--- src/rtl/dac_fifo_player_pkg.sv ---
// Shared definitions for the DAC sample player: I/O port map, control bit
// positions, playback state encoding and a status helper.
package dac_fifo_player_pkg;

   localparam logic [7:0] PORT_DATA = 8'hB3;
   localparam logic [7:0] PORT_CTRL = 8'hB7;
   localparam logic [7:0] PORT_RATE = 8'hBB;

   localparam int CTRL_ENABLE = 0;
   localparam int CTRL_STEREO = 1;
   localparam int CTRL_FLUSH  = 2;
   localparam int CTRL_CLEAR  = 3;

   typedef enum logic [1:0] {
      ST_IDLE = 2'd0,
      ST_FILL = 2'd1,
      ST_PLAY = 2'd2
   } play_state_t;

   // Entry count squeezed into the 5-bit status field; larger depths read 31.
   function automatic logic [4:0] sat_count5(input logic [31:0] cnt);
      logic [4:0] res;
      if (cnt > 32'd31) begin
         res = 5'd31;
      end else begin
         res = cnt[4:0];
      end
      return res;
   endfunction

endpackage

--- src/rtl/dac_fifo_player_sample_fifo.sv ---
// Sample FIFO: DEPTH x 8 register array, one write port, two adjacent read
// entries (rd_ptr and rd_ptr+1) so a stereo pair can be popped in one cycle.
module sample_fifo #(
   parameter int DEPTH = 16,
   localparam int AW = $clog2(DEPTH),
   localparam int CW = AW + 1
) (
   input  logic          clk,
   input  logic          rst,
   input  logic          flush,
   input  logic          push,
   input  logic [7:0]    wdata,
   input  logic          pop,
   input  logic          pop_two,
   output logic [7:0]    rdata0,
   output logic [7:0]    rdata1,
   output logic [CW-1:0] count,
   output logic          full
);

   logic [7:0]    mem_r [DEPTH];
   logic [AW-1:0] wr_ptr_r;
   logic [AW-1:0] rd_ptr_r;
   logic [CW-1:0] count_r;
   logic          push_ok_s;
   logic [CW-1:0] pop_n_s;

   assign full      = (count_r == CW'(DEPTH));
   assign count     = count_r;
   assign push_ok_s = push && !full && !flush;
   assign rdata0    = mem_r[rd_ptr_r];
   assign rdata1    = mem_r[rd_ptr_r + AW'(1)];

   // Number of entries leaving the FIFO this cycle.
   always_comb begin
      pop_n_s = CW'(0);
      if (pop && pop_two) begin
         pop_n_s = CW'(2);
      end else if (pop) begin
         pop_n_s = CW'(1);
      end else begin
         pop_n_s = CW'(0);
      end
   end

   // Storage array; contents after reset or flush are never read before rewritten.
   always_ff @(posedge clk) begin
      if (push_ok_s) begin
         mem_r[wr_ptr_r] <= wdata;
      end
   end

   // Pointers and occupancy; flush clears them and overrides push and pop.
   always_ff @(posedge clk or posedge rst) begin
      if (rst) begin
         wr_ptr_r <= '0;
         rd_ptr_r <= '0;
         count_r  <= '0;
      end else if (flush) begin
         wr_ptr_r <= '0;
         rd_ptr_r <= '0;
         count_r  <= '0;
      end else begin
         if (push_ok_s) begin
            wr_ptr_r <= wr_ptr_r + AW'(1);
         end
         if (pop) begin
            rd_ptr_r <= rd_ptr_r + pop_n_s[AW-1:0];
         end
         count_r <= count_r + CW'(push_ok_s) - pop_n_s;
      end
   end

endmodule

--- src/rtl/dac_fifo_player.sv ---
// Buffered DAC sample player: CPU pushes bytes through an I/O port, a rate
// timer pops them onto registered left/right sample outputs.
module dac_fifo_player
   import dac_fifo_player_pkg::*;
#(
   parameter int DEPTH    = 16,
   parameter int PRESCALE = 64
) (
   input  logic        clk,
   input  logic        rst,
   input  logic [15:0] a,
   input  logic        iorq_n,
   input  logic        wr_n,
   input  logic        rd_n,
   input  logic [7:0]  d,
   output logic [7:0]  dout,
   output logic        oe,
   output logic [7:0]  sample_l,
   output logic [7:0]  sample_r,
   output logic        sample_stb,
   output logic        irq_half
);

   localparam int CW = $clog2(DEPTH) + 1;
   localparam int PW = (PRESCALE > 1) ? $clog2(PRESCALE) : 1;

   logic          io_wr_s, data_sel_s, ctrl_sel_s, rate_sel_s;
   logic          data_sel_r, ctrl_sel_r, rate_sel_r;
   logic          data_push_s, ctrl_wr_s, rate_wr_s;
   logic          flush_s, clear_s, timer_restart_s;
   logic          enable_r, stereo_r, overflow_r, underrun_r;
   logic [7:0]    rate_r;
   logic [PW-1:0] presc_r;
   logic [7:0]    rate_cnt_r;
   logic          tick_s, have_s, pop_s;
   logic [7:0]    rdata0_s, rdata1_s;
   logic [CW-1:0] count_s;
   logic          full_s;
   play_state_t   state_r;
   logic [7:0]    sample_l_r, sample_r_r;
   logic          sample_stb_r, irq_half_r;
   logic          unused_addr_s;

   // Only the low address byte takes part in decoding.
   assign unused_addr_s = ^a[15:8];

   assign io_wr_s    = !iorq_n && !wr_n;
   assign data_sel_s = io_wr_s && (a[7:0] == PORT_DATA);
   assign ctrl_sel_s = io_wr_s && (a[7:0] == PORT_CTRL);
   assign rate_sel_s = io_wr_s && (a[7:0] == PORT_RATE);

   // One action per CPU write: act only on the first clk the strobe matches.
   assign data_push_s = data_sel_s && !data_sel_r;
   assign ctrl_wr_s   = ctrl_sel_s && !ctrl_sel_r;
   assign rate_wr_s   = rate_sel_s && !rate_sel_r;

   assign flush_s         = ctrl_wr_s && d[CTRL_FLUSH];
   assign clear_s         = ctrl_wr_s && d[CTRL_CLEAR];
   assign timer_restart_s = rate_wr_s || (ctrl_wr_s && d[CTRL_ENABLE] && !enable_r);

   assign tick_s = enable_r && !timer_restart_s &&
                   (presc_r == PW'(PRESCALE - 1)) && (rate_cnt_r >= rate_r);
   assign have_s = stereo_r ? (count_s >= CW'(2)) : (count_s >= CW'(1));
   assign pop_s  = enable_r && !flush_s && (state_r == ST_PLAY) && tick_s && have_s;

   sample_fifo #(.DEPTH(DEPTH)) u_fifo (
      .clk     (clk),
      .rst     (rst),
      .flush   (flush_s),
      .push    (data_push_s),
      .wdata   (d),
      .pop     (pop_s),
      .pop_two (stereo_r),
      .rdata0  (rdata0_s),
      .rdata1  (rdata1_s),
      .count   (count_s),
      .full    (full_s)
   );

   // Previous-cycle strobe match per port, for write edge detection.
   always_ff @(posedge clk or posedge rst) begin
      if (rst) begin
         data_sel_r <= 1'b0;
         ctrl_sel_r <= 1'b0;
         rate_sel_r <= 1'b0;
      end else begin
         data_sel_r <= data_sel_s;
         ctrl_sel_r <= ctrl_sel_s;
         rate_sel_r <= rate_sel_s;
      end
   end

   // Stored control bits and rate register.
   always_ff @(posedge clk or posedge rst) begin
      if (rst) begin
         enable_r <= 1'b0;
         stereo_r <= 1'b0;
         rate_r   <= 8'h00;
      end else begin
         if (ctrl_wr_s) begin
            enable_r <= d[CTRL_ENABLE];
            stereo_r <= d[CTRL_STEREO];
         end
         if (rate_wr_s) begin
            rate_r <= d;
         end
      end
   end

   // Rate timer: PRESCALE clk per step, R+1 steps per tick; restarts on rate write or enable rise.
   always_ff @(posedge clk or posedge rst) begin
      if (rst) begin
         presc_r    <= '0;
         rate_cnt_r <= 8'h00;
      end else if (timer_restart_s || !enable_r) begin
         presc_r    <= '0;
         rate_cnt_r <= 8'h00;
      end else if (presc_r == PW'(PRESCALE - 1)) begin
         presc_r <= '0;
         if (rate_cnt_r >= rate_r) begin
            rate_cnt_r <= 8'h00;
         end else begin
            rate_cnt_r <= rate_cnt_r + 8'd1;
         end
      end else begin
         presc_r <= presc_r + PW'(1);
      end
   end

   // Sticky overflow: a push that finds the FIFO full is dropped and flagged.
   always_ff @(posedge clk or posedge rst) begin
      if (rst) begin
         overflow_r <= 1'b0;
      end else if (clear_s) begin
         overflow_r <= 1'b0;
      end else if (data_push_s && full_s) begin
         overflow_r <= 1'b1;
      end
   end

   // Playback FSM with registered sample outputs, strobe and underrun flag.
   always_ff @(posedge clk or posedge rst) begin
      if (rst) begin
         state_r      <= ST_IDLE;
         sample_l_r   <= 8'h80;
         sample_r_r   <= 8'h80;
         sample_stb_r <= 1'b0;
         underrun_r   <= 1'b0;
      end else begin
         sample_stb_r <= 1'b0;
         if (clear_s) begin
            underrun_r <= 1'b0;
         end
         if (!enable_r) begin
            state_r <= ST_IDLE;
         end else if (flush_s) begin
            state_r <= ST_FILL;
         end else begin
            case (state_r)
               ST_IDLE: state_r <= ST_FILL;
               ST_FILL: begin
                  if (count_s >= CW'(DEPTH / 2)) begin
                     state_r <= ST_PLAY;
                  end
               end
               ST_PLAY: begin
                  if (tick_s && have_s) begin
                     sample_l_r   <= rdata0_s;
                     sample_r_r   <= stereo_r ? rdata1_s : rdata0_s;
                     sample_stb_r <= 1'b1;
                  end else if (tick_s) begin
                     underrun_r <= 1'b1;
                     state_r    <= ST_FILL;
                  end
               end
               default: state_r <= ST_IDLE;
            endcase
         end
      end
   end

   // Refill request, registered from the occupancy count.
   always_ff @(posedge clk or posedge rst) begin
      if (rst) begin
         irq_half_r <= 1'b0;
      end else begin
         irq_half_r <= enable_r && (count_s < CW'(DEPTH / 2));
      end
   end

   // Combinational status read on the control port.
   always_comb begin
      oe   = !iorq_n && !rd_n && (a[7:0] == PORT_CTRL);
      dout = 8'h00;
      if (oe) begin
         dout = {sat_count5(32'(count_s)), overflow_r, underrun_r, full_s};
      end else begin
         dout = 8'h00;
      end
   end

   assign sample_l   = sample_l_r;
   assign sample_r   = sample_r_r;
   assign sample_stb = sample_stb_r;
   assign irq_half   = irq_half_r;

endmodule

--- config.mk ---
export PLATFORM = sky130hd
export DESIGN_NAME = dac_fifo_player
export DESIGN_NICKNAME = d
export VERILOG_FILES = /design/src/rtl/dac_fifo_player_pkg.sv /design/src/rtl/dac_fifo_player_sample_fifo.sv /design/src/rtl/dac_fifo_player.sv
export SDC_FILE = /design/constraint.sdc
export NUM_CORES = 1
export LEC_CHECK = 0
export ABC_AREA = 0
export BUFFER_PORTS_ARGS = -buffer_cell sky130_fd_sc_hd__buf_4
export CORE_AREA = 2 2 129 131
export DETAILED_ROUTE_END_ITERATION = 7
export DIE_AREA = 0 0 131 133
export PLACE_DENSITY_LB_ADDON = 0.05
export SLEW_MARGIN = 20
export SYNTH_ARGS = -nofsm -noshare
export SYNTH_HDL_FRONTEND = slang
export SYNTH_HIERARCHICAL = 1
export SYNTH_SLANG_ARGS = --single-unit
--- constraint.sdc ---
create_clock -name clk -period 5.9 [get_ports clk]
set_clock_uncertainty 0.05 [all_clocks]
set_input_delay 0 -clock clk [delete_from_list [all_inputs] [get_ports clk]]
set_output_delay 0 -clock clk [all_outputs]
set_load 0.005 [all_outputs]
==> metrics.log, run 1 <==
[metrics] status: finished clean
[metrics] CP Launch Point: iorq_n
[metrics] number of rows in the core area: 47
[metrics] top-area cell type share of the netlist area: 40.9%
[metrics] Seq/Total Area, Yosys: 57.4%
[metrics] clk_lat worst skew: 430 ps
[metrics] net count reported at finish: 746
[metrics] last element of the critical path: u_fifo/count[4]
[metrics] unrepaired setup endpoints after global routing: false
[metrics] r2r setup slk: 1860 ps
[metrics] Total Routing Usage GR: 25.7%
[metrics] dominant synthesized flop cell: edfxtp_1
[metrics] Crit. path cell count: 19
[metrics] Total Negative Setup Slacks: 0 ps
[metrics] type of the worst setup path: in2reg
[metrics] DIE AREA: 17400 um^2
[metrics] Final GP Congestion: 0.776
[metrics] router iterations before antenna repair: 5
[metrics] CTS Buffer Depth: 2
[metrics] GRT Residual Overflow: 0
[metrics] leakage dissipation: 3.98 nW
[metrics] number of top-level pins: 56
[metrics] met2 usage: 44.1%
[metrics] sinks on the clock net: 190
[metrics] Power per Cell Area: 263 nW/um^2
[metrics] area of the core: 16200 um^2
[metrics] worst slew slack as a fraction of its limit: 22.5%
[metrics] signed area change from the synthesized netlist to the final layout: 13.2%
[metrics] CTS tree: built
[metrics] CTS buffer count: 17
[metrics] GR Layer Usage met1: 33.6%
[metrics] sort of element at the end of the critical path: flip-flop
[metrics] dominant cell type by area after synthesis: edfxtp_1
[metrics] Crit Path Max Fanout: 21
[metrics] maximum number of pins on one net before global-route repair: 68
[metrics] Setup crit start kind: input pin
[metrics] total number of H-tree levels: 4
[metrics] die width: 131 um
[metrics] count of flip-flops with a built-in enable after synthesis: 128
[metrics] fill cell count: 1180
[metrics] busiest layer in global routing: met2
[metrics] CTS-repair resized insts: 0
[metrics] worst endpoint data arrival time: 4910 ps
[metrics] vias in the first global route: 5964
[metrics] buffer type at the clock tree root: clkbuf_16
[metrics] fraction of final layout cells sized beyond drive strength 1: 27.6%
[metrics] maximum clock frequency: 0.214 GHz
[metrics] clock period minus final worst setup slack: 4670 ps
[metrics] count of final max-slew check failures: 0
[metrics] Post-Synthesis Mean Instance Area: 14.8 um^2
[metrics] Detail Placement HPWL: 13500 um
[metrics] final setup vio count: 0
[metrics] total nets after synthesis: 689
[metrics] starting density of the core: 58.2%
[metrics] Yosys warning count: 6
[metrics] cell class contributing the biggest share of worst-path delay: buffers and inverters
[metrics] delay of the slowest cell on the worst path: 610 ps
[metrics] number of input and output port buffers inserted: 47
[metrics] via-per-instance ratio: 6.13
[metrics] Vias: 5664
[metrics] Top cell by count, worst path: inv_1
[metrics] Pwr Total: 2.80 mW
[metrics] DRC: 0
[metrics] count of routing violations after the opening detailed-route iteration: 514
[metrics] Clock Pin Slew Worst Setup and Hold Paths: 60 ps
[metrics] fin crit share: 79.1%
[metrics] height of the die: 133 um
[metrics] cell chain of the critical path: dlygate4sd3_1 -> buf_4 -> or4b_4 -> dlygate4sd3_1 -> nor4_2 -> nand2_1 -> inv_1 -> nor4_1 -> buf_4 -> nor2b_1 -> ha_1 -> inv_1 -> ha_1 -> inv_1 -> fa_1 -> nor2b_1 -> o21bai_1 -> a21oi_1 -> nor3b_1
[metrics] antenna violations before repair: 0
[metrics] R2R cell count: 16
[metrics] worst voltage drop across the vdd grid: 0.220 mV
[metrics] slowest cell on the critical path: dlygate4sd3_1
[metrics] type of the worst min-delay path: in2async
[metrics] Hold Fails Final Rpt: 0
[metrics] register bit count reported by yosys: 190
[metrics] routed len/inst: 22.5 um
[metrics] number of buffer and inverter stages on the critical path: 7
[metrics] combined area of all synthesized cells: 9410 um^2
[metrics] cell types with the largest area share after synthesis: edfxtp_1, dfrtp_1, mux4_2, ha_1, mux2_2
[metrics] max cap viols: 0
[metrics] Routed WL: 20800 um
[metrics] Worst-Margin Slew: 1160 ps
[metrics] proportion of synthesized flip-flops having asynchronous set or reset: 32.6%
[metrics] residual antenna-violating net count after detailed routing: 0
[metrics] Critical R2R Capture: u_fifo/count[4]
[metrics] fraction of met3 tracks used by global routing: 3.96%
[metrics] origin of the critical flop-to-flop path: rate_cnt_r[2]
[metrics] library cells used by synthesis: 53
[metrics] first-pass GRT wire length: 32600 um
[metrics] ant diodes: 0
[metrics] required time at the worst-slack endpoint: 6140 ps
[metrics] number of standard cells after synthesis: 634
where the power goes:
group          internal [mW]  switching (mW)  leakage, nW  total, mW
clock network          0.621           0.469        0.269       1.09
registers               1.47          0.0484         1.93       1.52
logic                 0.0915          0.0995         1.78      0.191
cells in the final DEF, fill, tap and decap left out, drive strengths merged, types with 14 or more instances in the layout:
cell,instances
o21ai,16
a21oi,25
nand3,17
a22oi,16
nor2b,14
mux4,64
dfrtp,60
inv,25
nor2,36
dlygate4sd3,17
mux2,26
clkbuf,21
buf,57
ha,24
edfxtp,128
nand2,41
worst min path at each step:
stage | slack, ps | cells past startpoint | start | endpoint
after floorplan | -170 | 1 | rst | u_fifo/count[0]
after global placement | 50 | 2 | rst | u_fifo/wr_ptr_r[3]
after detailed placement | 50 | 2 | rst | u_fifo/wr_ptr_r[3]
after CTS | 120 | 6 | a[6] | rate_r[4]
after global routing | 170 | 6 | a[6] | rate_r[4]
final | 140 | 3 | rst | u_fifo/wr_ptr_r[3]
Yosys cell counts, drive strengths merged, types with 2 or more instances:
| master | number |
|---|---|
| a211oi | 9 |
| a21o | 2 |
| a21oi | 25 |
| a22oi | 16 |
| and2 | 9 |
| and3 | 3 |
| buf | 23 |
| clkbuf | 13 |
| dfrtp | 60 |
| dfstp | 2 |
| edfxtp | 128 |
| fa | 2 |
| ha | 24 |
| inv | 25 |
| mux2 | 26 |
| mux2i | 10 |
| mux4 | 64 |
| nand2 | 41 |
| nand2b | 5 |
| nand3 | 17 |
| nand4 | 5 |
| nor2 | 36 |
| nor2b | 14 |
| nor3 | 8 |
| nor3b | 4 |
| nor4 | 7 |
| o21ai | 16 |
| o22ai | 2 |
| o31ai | 3 |
| or2 | 5 |
| or3 | 5 |
| or4b | 2 |
| xnor2 | 4 |
| xor2 | 8 |
kinds of logic (layout without fill, tap and decap cells):
logic type	Yosys count	in the layout	synth area share, %
AND/OR/NAND/NOR	166	166	9.06
buffers and inverters	61	131	3.39
adder cells (fa/ha/maj)	26	26	3.62
flip-flops	190	190	57.4
AO/OA/AOI/OAI	79	79	5.37
XOR/XNOR	12	12	1.28
multiplexers	100	100	19.9
stage by stage:
step	std cells	setup WS [ps]	instance area, um^2	hold WS, ps	util, %
after floorplan	634	2330	9410	-173	-
after global placement	875	2010	9920	48.2	61.4
after detailed placement	875	1860	9920	49.3	61.4
after CTS	924	1270	10600	120	65.8
after global routing	924	931	10700	168	65.9
final	924	1230	10700	136	65.9
registers in the layout (all words and copies together), names as in the netlist, 2 cells and up:
register / count
sample_l: 8
u_fifo/wr_ptr_r: 4
u_fifo/mem_r: 128
rate_r: 8
u_fifo/count: 5
state_r: 2
u_fifo/rd_ptr_r: 4
rate_cnt_r: 8
presc_r: 6
sample_r: 8
tightest hold or removal path: stages:
cell	delay, ps
dlygate4sd3_1	530
buf_4	140
inv_1	410
area by class of cell:
cell class | instances | area, um^2 | area share (%)
inverters | 25 | 95.1 | 0.893
well taps | 220 | 275 | 2.58
multi-input cells | 383 | 3720 | 35.0
clock buffers | 21 | 440 | 4.14
repair buffers | 74 | 598 | 5.62
clock inverters | 11 | 116 | 1.09
flip-flops and latches | 190 | 5400 | 50.7
metal layers:
layer / vias to the layer above / routed length [um]
met2: 178 / 11000
li1: 2546 / -
met3: 32 / 818
met4: 0 / 484
met1: 2908 / 8530
met5: - / 0
repair_timing:
item	in CTS	in global routing
hold buffers	17	0
buffers inserted	0	0
hold endpoints to repair	204	0
Power figures use the tool's default switching activity.
==> run 2, diff against run 1 <==
- clock period: 5.9 -> 4.4 ns (I/O delays scaled with it)
==> run 2 against run 1 <==
Effect of this change: flip-flop and latch count unchanged; first-iteration DRC count decreased by 6.2%; largest power group unchanged; setup slack got worse by 900 ps.
==> metrics.log, run 2 (synthesis gave the netlist of run 1 again) <==
[metrics] CTS buffer count: 17 (unchanged)
[metrics] antenna violations before repair: 0 (unchanged)
[metrics] via-per-instance ratio: 6.10 (-0.47%)
[metrics] Finished Layout Cells: 931 (+0.76%)
[metrics] post-route cell area: 10700 um^2 (+0.68%)
[metrics] Clock Pin Slew Worst Setup and Hold Paths: 70 ps (about the same)
[metrics] first-pass GRT wire length: 32000 um (-1.9%)
[metrics] DRC: 0 (unchanged)
[metrics] number of top-level pins: 56 (unchanged)
[metrics] die width: 131 um (unchanged)
[metrics] DIE AREA: 17400 um^2 (unchanged)
[metrics] worst endpoint data arrival time: 4360 ps (-550 ps)
[metrics] area of the core: 16200 um^2 (unchanged)
[metrics] unrepaired setup endpoints after global routing: false
[metrics] ant diodes: 0 (unchanged)
[metrics] Cell Area, Placed: 9980 um^2 (+0.54%)
[metrics] met2 usage: 43.8% (-0.32 points)
[metrics] Vias: 5680 (+0.28%)
[metrics] status: finished clean
[metrics] net count reported at finish: 753 (+0.94%)
[metrics] total number of H-tree levels: 4 (unchanged)
[metrics] Pwr Total: 3.77 mW (+35%)
[metrics] CTS tree: built
[metrics] maximum clock frequency: 0.246 GHz
[metrics] Power per Cell Area: 351 nW/um^2 (+34%)
[metrics] leading cell types in the layout, fill and taps excluded: edfxtp_1, mux4_2, buf_4
[metrics] area of combinational cells with multiple inputs: 3720 um^2 (-0.13%)
[metrics] Core Util, Final: 66.3% (+0.45 points)
[metrics] number of input and output port buffers inserted: 47 (unchanged)
[metrics] signed area change from the synthesized netlist to the final layout: 14.0%
[metrics] height of the die: 133 um (unchanged)
[metrics] Setup crit start kind: input pin
[metrics] Largest register FFs: 128 (unchanged)
[metrics] maximum number of pins on one net before global-route repair: 50 (-26%)
[metrics] residual antenna-violating net count after detailed routing: 0 (unchanged)
[metrics] busiest layer in global routing: met2
[metrics] sort of element at the end of the critical path: flip-flop
[metrics] Worst-Margin Slew: 1130 ps (-30.5 ps)
[metrics] Total Negative Setup Slacks: 0 ps (unchanged)
[metrics] max cap viols: 0 (unchanged)
[metrics] Final GP Congestion: 0.821 (+5.7%)
[metrics] routed len/inst: 21.9 um (-2.8%)
[metrics] leakage dissipation: 4.02 nW (+1.1%)
[metrics] required time at the worst-slack endpoint: 4700 ps (-1440 ps)
[metrics] router iterations before antenna repair: 5 (unchanged)
[metrics] Total Routing Usage GR: 25.3% (-0.40 points)
[metrics] fin crit share: 92.5%
[metrics] type of the worst min-delay path: in2reg
[metrics] Detail Placement HPWL: 13300 um (-0.87%)
[metrics] count of final max-slew check failures: 0 (unchanged)
[metrics] starting density of the core: 58.2% (unchanged)
[metrics] number of rows in the core area: 47 (unchanged)
[metrics] number of buffers inserted to repair setup after CTS: 0 (unchanged)
[metrics] Hold Fails Final Rpt: 0 (unchanged)
[metrics] placed cells: 882 (+0.80%)
[metrics] final setup vio count: 0 (unchanged)
[metrics] CTS Buffer Depth: 2 (unchanged)
[metrics] count of routing violations after the opening detailed-route iteration: 482 (-6.2%)
[metrics] vias in the first global route: 5908 (-0.94%)
[metrics] buffer type at the clock tree root: clkbuf_16
[metrics] worst slew slack as a fraction of its limit: 24.5% (+2.0 points)
[metrics] worst voltage drop across the vdd grid: 0.289 mV (+31%)
[metrics] Top reg by flops: u_fifo/mem_r
[metrics] Routed WL: 20400 um (-2.1%)
[metrics] fill cell count: 1186 (+0.51%)
[metrics] GR Layer Usage met1: 32.9% (-0.77 points)
[metrics] fraction of met3 tracks used by global routing: 4.53% (+0.57 points)
[metrics] most common cell after layout, fill and taps aside: edfxtp_1
[metrics] clk_lat worst skew: 430 ps (about the same)
[metrics] sinks on the clock net: 190 (unchanged)
[metrics] clock period minus final worst setup slack: 4070 ps
[metrics] GRT Residual Overflow: 0 (unchanged)
[metrics] area taken by flip-flops and latches: 5400 um^2 (unchanged)
[metrics] fraction of final layout cells sized beyond drive strength 1: 28.7% (+1.1 points)
[metrics] type of the worst setup path: in2reg
[metrics] Crit Path Max Fanout: 8 (-62%)
## run 2: cell types whose count changed in the layout (fill, tap and decap cells not counted)
cell        change
buf_12          +1
buf_4           +6
clkbuf_1        -4
clkinv_1        +2
clkinv_2        -1
clkinvlp_4      +1
inv_6           +2
nor4_1          -1
nor4_2          +1
xor2_2          +1
xor2_4          -1
## run 2: final cells by class
class | instances | area share (%)
Tap cell | 220 | 2.57
Multi-Input combinational cell | 383 | 34.7
Clock buffer | 17 | 3.97
Timing Repair Buffer | 81 | 6.18
Sequential cell | 190 | 50.4
Inverter | 25 | 0.887
Clock inverter | 15 | 1.34
## run 2: path summary, 6_finish.rpt
kind	to	start	slack (ps)	cells past startpoint
hold reg to reg	presc_r[0]	presc_r[0]	420	1
hold / removal	enable_r	a[0]	110	5
min in group asynchronous	u_fifo/count[4]	rst	130	3
setup / recovery	u_fifo/count[4]	iorq_n	330	18
setup reg to reg	u_fifo/count[4]	rate_cnt_r[4]	520	17
max in group asynchronous	sample_r[5]	rst	3540	3
## run 2: stage by stage
| stage | worst slack [ps] | hold slack [ps] |
|---|---|---|
| after CTS | 235 | 106 |
| after global placement | 647 | 33.0 |
| after global routing | 27.7 | 148 |
| after detailed placement | 502 | 39.0 |
| after floorplan | 827 | -173 |
| final | 331 | 112 |
## run 2: timing repair
| action | CTS | global route |
|---|---|---|
| hold buffers | 17 | 0 |
| setup endpoints to repair | 0 | 1 |
| endpoints found under the hold margin | 205 | 0 |
| gates resized for setup | 0 | 1 |
## run 2: critical path: stages
cell,delay (ps)
dlygate4sd3_1,540
buf_4,140
or4b_4,530
dlygate4sd3_1,560
or2_2,350
nor4_2,180
buf_4,200
nand2_1,100
or2_2,300
ha_1,270
inv_1,60
ha_1,160
inv_1,60
fa_1,380
nor2b_1,170
o21bai_1,110
nand3_1,80
nor3b_1,170
## run 2: metal layers
layer	vias up	part of all wire, %	routed length (um)
li1	2571	-	-
met1	2911	40	8130
met2	173	54	10900
met3	25	5.1	1030
met4	0	1.5	301
met5	-	0	0
## run 2: power breakdown
| group | switching (mW) | internal [mW] | leakage (nW) |
|---|---|---|---|
| sequential | 0.0651 | 1.97 | 1.93 |
| combinational | 0.129 | 0.123 | 1.82 |
| clock | 0.644 | 0.833 | 0.272 |
| total | 0.838 | 2.93 | 4.02 |
==> run 3, diff against run 2 <==
- CORE_AREA: 2 2 129 131 -> 2 2 130 132
- DIE_AREA: 0 0 131 133 -> 0 0 132 134
- SYNTH_HIERARCHICAL: 1 -> not set
==> run 3 against run 2 <==
Effect of this change: register-to-register slack gained 350 ps; via count grew 15%; setup slack gained 540 ps; fmax grew 15%; power grew 3.1%; die area grew 1.5%; sequential share of layout area shrank 1.0 points; clock power is essentially flat; critical endpoint is now u_fifo.count[4]; largest power group unchanged.
==> metrics.log, run 3 <==
[metrics] status: finished clean
[metrics] register bit count reported by yosys: 190 (unchanged)
[metrics] Worst-Margin Slew: 1120 ps (-2.77 ps)
[metrics] sinks on the clock net: 190 (unchanged)
[metrics] routed len/inst: 23.3 um (+6.5%)
[metrics] leading cell types in the layout, fill and taps excluded: edfxtp_1, mux2i_1, buf_4
[metrics] post-route cell area: 10900 um^2 (+1.9%)
[metrics] total nets after synthesis: 783 (+14%)
[metrics] type of the worst min-delay path: in2reg
[metrics] GRT Residual Overflow: 0 (unchanged)
[metrics] number of rows in the core area: 47 (unchanged)
[metrics] met2 usage: 45.0% (+1.3 points)
[metrics] internal power of the cells: 2.97 mW (+1.6%)
[metrics] part of the total power dissipated in the clock network: 38.8% (-0.4 points)
[metrics] area of the core: 16300 um^2 (+0.73%)
[metrics] count of final max-slew check failures: 0 (unchanged)
[metrics] sort of element at the end of the critical path: flip-flop
[metrics] cell types with the largest area share after synthesis: edfxtp_1, dfrtp_1, mux4_2, mux2i_1, ha_1
[metrics] CTS Buffer Depth: 2 (unchanged)
[metrics] Seq/Total Area, Yosys: 56.3% (-1.1 points)
[metrics] clk_lat worst skew: 440 ps (about the same)
[metrics] busiest layer in global routing: met2
[metrics] most common cell after layout, fill and taps aside: edfxtp_1
[metrics] antenna violations before repair: 0 (unchanged)
[metrics] Finished Layout Cells: 1013 (+8.8%)
[metrics] maximum number of pins on one net before global-route repair: 53 (+6.0%)
[metrics] Final GP Congestion: 0.850 (+3.5%)
[metrics] top-area cell type share of the netlist area: 40.1% (-0.80 points)
[metrics] worst voltage drop across the vdd grid: 0.310 mV (+7.3%)
[metrics] Hold Fails Final Rpt: 0 (unchanged)
[metrics] max cap viols: 0 (unchanged)
[metrics] vias in the first global route: 6449 (+9.2%)
[metrics] DIE AREA: 17700 um^2 (+1.5%)
[metrics] Top reg by flops: u_fifo.mem_r
[metrics] GR Layer Usage met1: 39.1% (+6.2 points)
[metrics] count of routing violations after the opening detailed-route iteration: 592 (+23%)
[metrics] height of the die: 134 um (+0.75%)
[metrics] Routed WL: 23600 um (+16%)
[metrics] DRC: 0 (unchanged)
[metrics] number of top-level pins: 56 (unchanged)
[metrics] Logic pwr share: 8.9% (+2.2 points)
[metrics] count of flip-flops with a built-in enable after synthesis: 128 (unchanged)
[metrics] CTS tree: built
[metrics] top post-synthesis cells by count: edfxtp_1, mux2i_1, dfrtp_1, nand3_1, mux4_2
[metrics] Setup WS post-layout: 873 ps (+542 ps)
[metrics] router iterations before antenna repair: 5 (unchanged)
[metrics] via-per-instance ratio: 6.43 (+5.3%)
[metrics] Vias: 6509 (+15%)
[metrics] fin crit share: 80.2% (-12 points)
[metrics] Core Util, Final: 67.1% (+0.80 points)
[metrics] worst endpoint data arrival time: 3830 ps (-530 ps)
[metrics] number of buffers inserted to repair setup after CTS: 0 (unchanged)
[metrics] clock period minus final worst setup slack: 3530 ps (-542 ps)
[metrics] Detail Placement HPWL: 15100 um (+13%)
[metrics] CTS-repair resized insts: 0 (unchanged)
[metrics] unrepaired setup endpoints after global routing: false
[metrics] Post-Synthesis Mean Instance Area: 13.2 um^2 (-11%)
[metrics] Total Negative Setup Slacks: 0 ps (unchanged)
[metrics] Crit Path Max Fanout: 11 (+3)
[metrics] fraction of final layout cells sized beyond drive strength 1: 18.9% (-9.8 points)
[metrics] switching fraction of total power: 23.5% (+1.2 points)
[metrics] final setup vio count: 0 (unchanged)
[metrics] worst slew slack as a fraction of its limit: 24.8% (+0.31 points)
[metrics] proportion of synthesized flip-flops having asynchronous set or reset: 32.6% (unchanged)
[metrics] CTS buffer count: 17 (unchanged)
[metrics] Total Routing Usage GR: 27.9% (+2.6 points)
[metrics] residual antenna-violating net count after detailed routing: 0 (unchanged)
[metrics] dominant synthesized flop cell: edfxtp_1
[metrics] starting density of the core: 58.9% (+0.74 points)
[metrics] fraction of met3 tracks used by global routing: 5.22% (+0.69 points)
[metrics] Largest register FFs: 128 (unchanged)
[metrics] Yosys warning count: 0 (-6)
[metrics] worst setup slack before clock tree synthesis: 907 ps (+405 ps)
[metrics] Clock Pin Slew Worst Setup and Hold Paths: 70 ps (about the same)
[metrics] maximum clock frequency: 0.284 GHz (+15%)
[metrics] buffer type at the clock tree root: clkbuf_16
[metrics] first-pass GRT wire length: 37000 um (+16%)
[metrics] dominant cell type by area after synthesis: edfxtp_1
[metrics] leakage dissipation: 4.11 nW (+2.0%)
[metrics] net count reported at finish: 838 (+11%)
[metrics] number of input and output port buffers inserted: 47 (unchanged)
[metrics] ant diodes: 0 (unchanged)
[metrics] placed cells: 963 (+9.2%)
[metrics] signed area change from the synthesized netlist to the final layout: 13.9% (about the same)
[metrics] share of power burned in registers: 52.3% (-1.8 points)
[metrics] combined area of all synthesized cells: 9600 um^2 (+2.0%)
[metrics] die width: 132 um (+0.76%)
[metrics] Setup crit start kind: flip-flop
[metrics] type of the worst setup path: reg2reg
[metrics] Power per Cell Area: 355 nW/um^2 (+1.2%)
[metrics] net switching power: 0.911 mW (+8.7%)
[metrics] required time at the worst-slack endpoint: 4710 ps (about the same)
[metrics] library cells used by synthesis: 61 (+15%)
[metrics] leading cell type by number of instances after synthesis: edfxtp_1
[metrics] number of standard cells after synthesis: 725 (+14%)
[metrics] Cell Area, Placed: 10200 um^2 (+2.0%)
[metrics] total number of H-tree levels: 4 (unchanged)
run 3: cell families after synthesis:
kind of cell / after synthesis / synth area share, %
AO/OA/AOI/OAI: 107 / 7.65
flip-flops: 190 / 56.3
AND/OR/NAND/NOR: 209 / 12.5
multiplexers: 108 / 15.6
XOR/XNOR: 11 / 1.00
adder cells (fa/ha/maj): 29 / 3.94
buffers and inverters: 71 / 3.00
run 3: power groups by stage:
stage	logic, mW	clock network, mW	registers, mW
after floorplan	0.230	0	2.05
final	0.346	1.51	2.03
after global placement	0.311	0	2.06
after global routing	0.397	1.58	2.04
after detailed placement	0.334	0	2.07
after CTS	0.347	1.52	2.03
run 3: repair_timing:
item / in CTS / in global routing
endpoints found under the hold margin: 204 / 0
hold buffers: 18 / 0
setup endpoints to repair: 0 / 0
run 3: layout make-up:
class,count,area [um^2]
Multi-Input combinational cell,464,3940
Fill cell,1197,5360
Inverter,28,105
Sequential cell,190,5400
Timing Repair Buffer,79,638
Tap cell,220,275
Clock buffer,23,489
Clock inverter,9,85.1
run 3: metrics by stage:
step / power, mW / hold slack [ps]
after floorplan: 2.28 / -14.7
after global placement: 2.37 / -114
after CTS: 3.90 / 35.8
after detailed placement: 2.40 / -110
final: 3.88 / 44.0
after global routing: 4.02 / 98.7
run 3: final timing paths:
| check | from | endpoint | slack [ps] | cells past startpoint |
|---|---|---|---|---|
| setup / recovery | rate_cnt_r[0] | u_fifo.count[4] | 870 | 17 |
| hold / removal | a[7] | presc_r[4] | 40 | 4 |
| setup reg to reg | rate_cnt_r[0] | u_fifo.count[4] | 870 | 17 |
| hold reg to reg | presc_r[0] | presc_r[0] | 440 | 1 |
| max in group asynchronous | rst | u_fifo.rd_ptr_r[1] | 2770 | 5 |
| min in group asynchronous | rst | rate_cnt_r[6] | 570 | 4 |
run 3: routing by layer:
metal	up-vias	part of all wire [%]
li1	2917	-
met1	3297	43
met2	266	47
met3	29	7.8
met4	0	1.6
met5	-	0
run 3: critical path, cell delays in order (launching register included):
cell and delay, ps:
dfrtp_1 390, inv_1 60, ha_1 270, nand2b_1 150, a2111o_1 460, a31o_2 400
nand2_4 130, nor2_1 60, ha_1 280, inv_1 40, ha_1 200, inv_1 70
fa_1 190, inv_1 50, a21oi_1 120, nor2_1 60, or3_1 320, a21oi_1 150
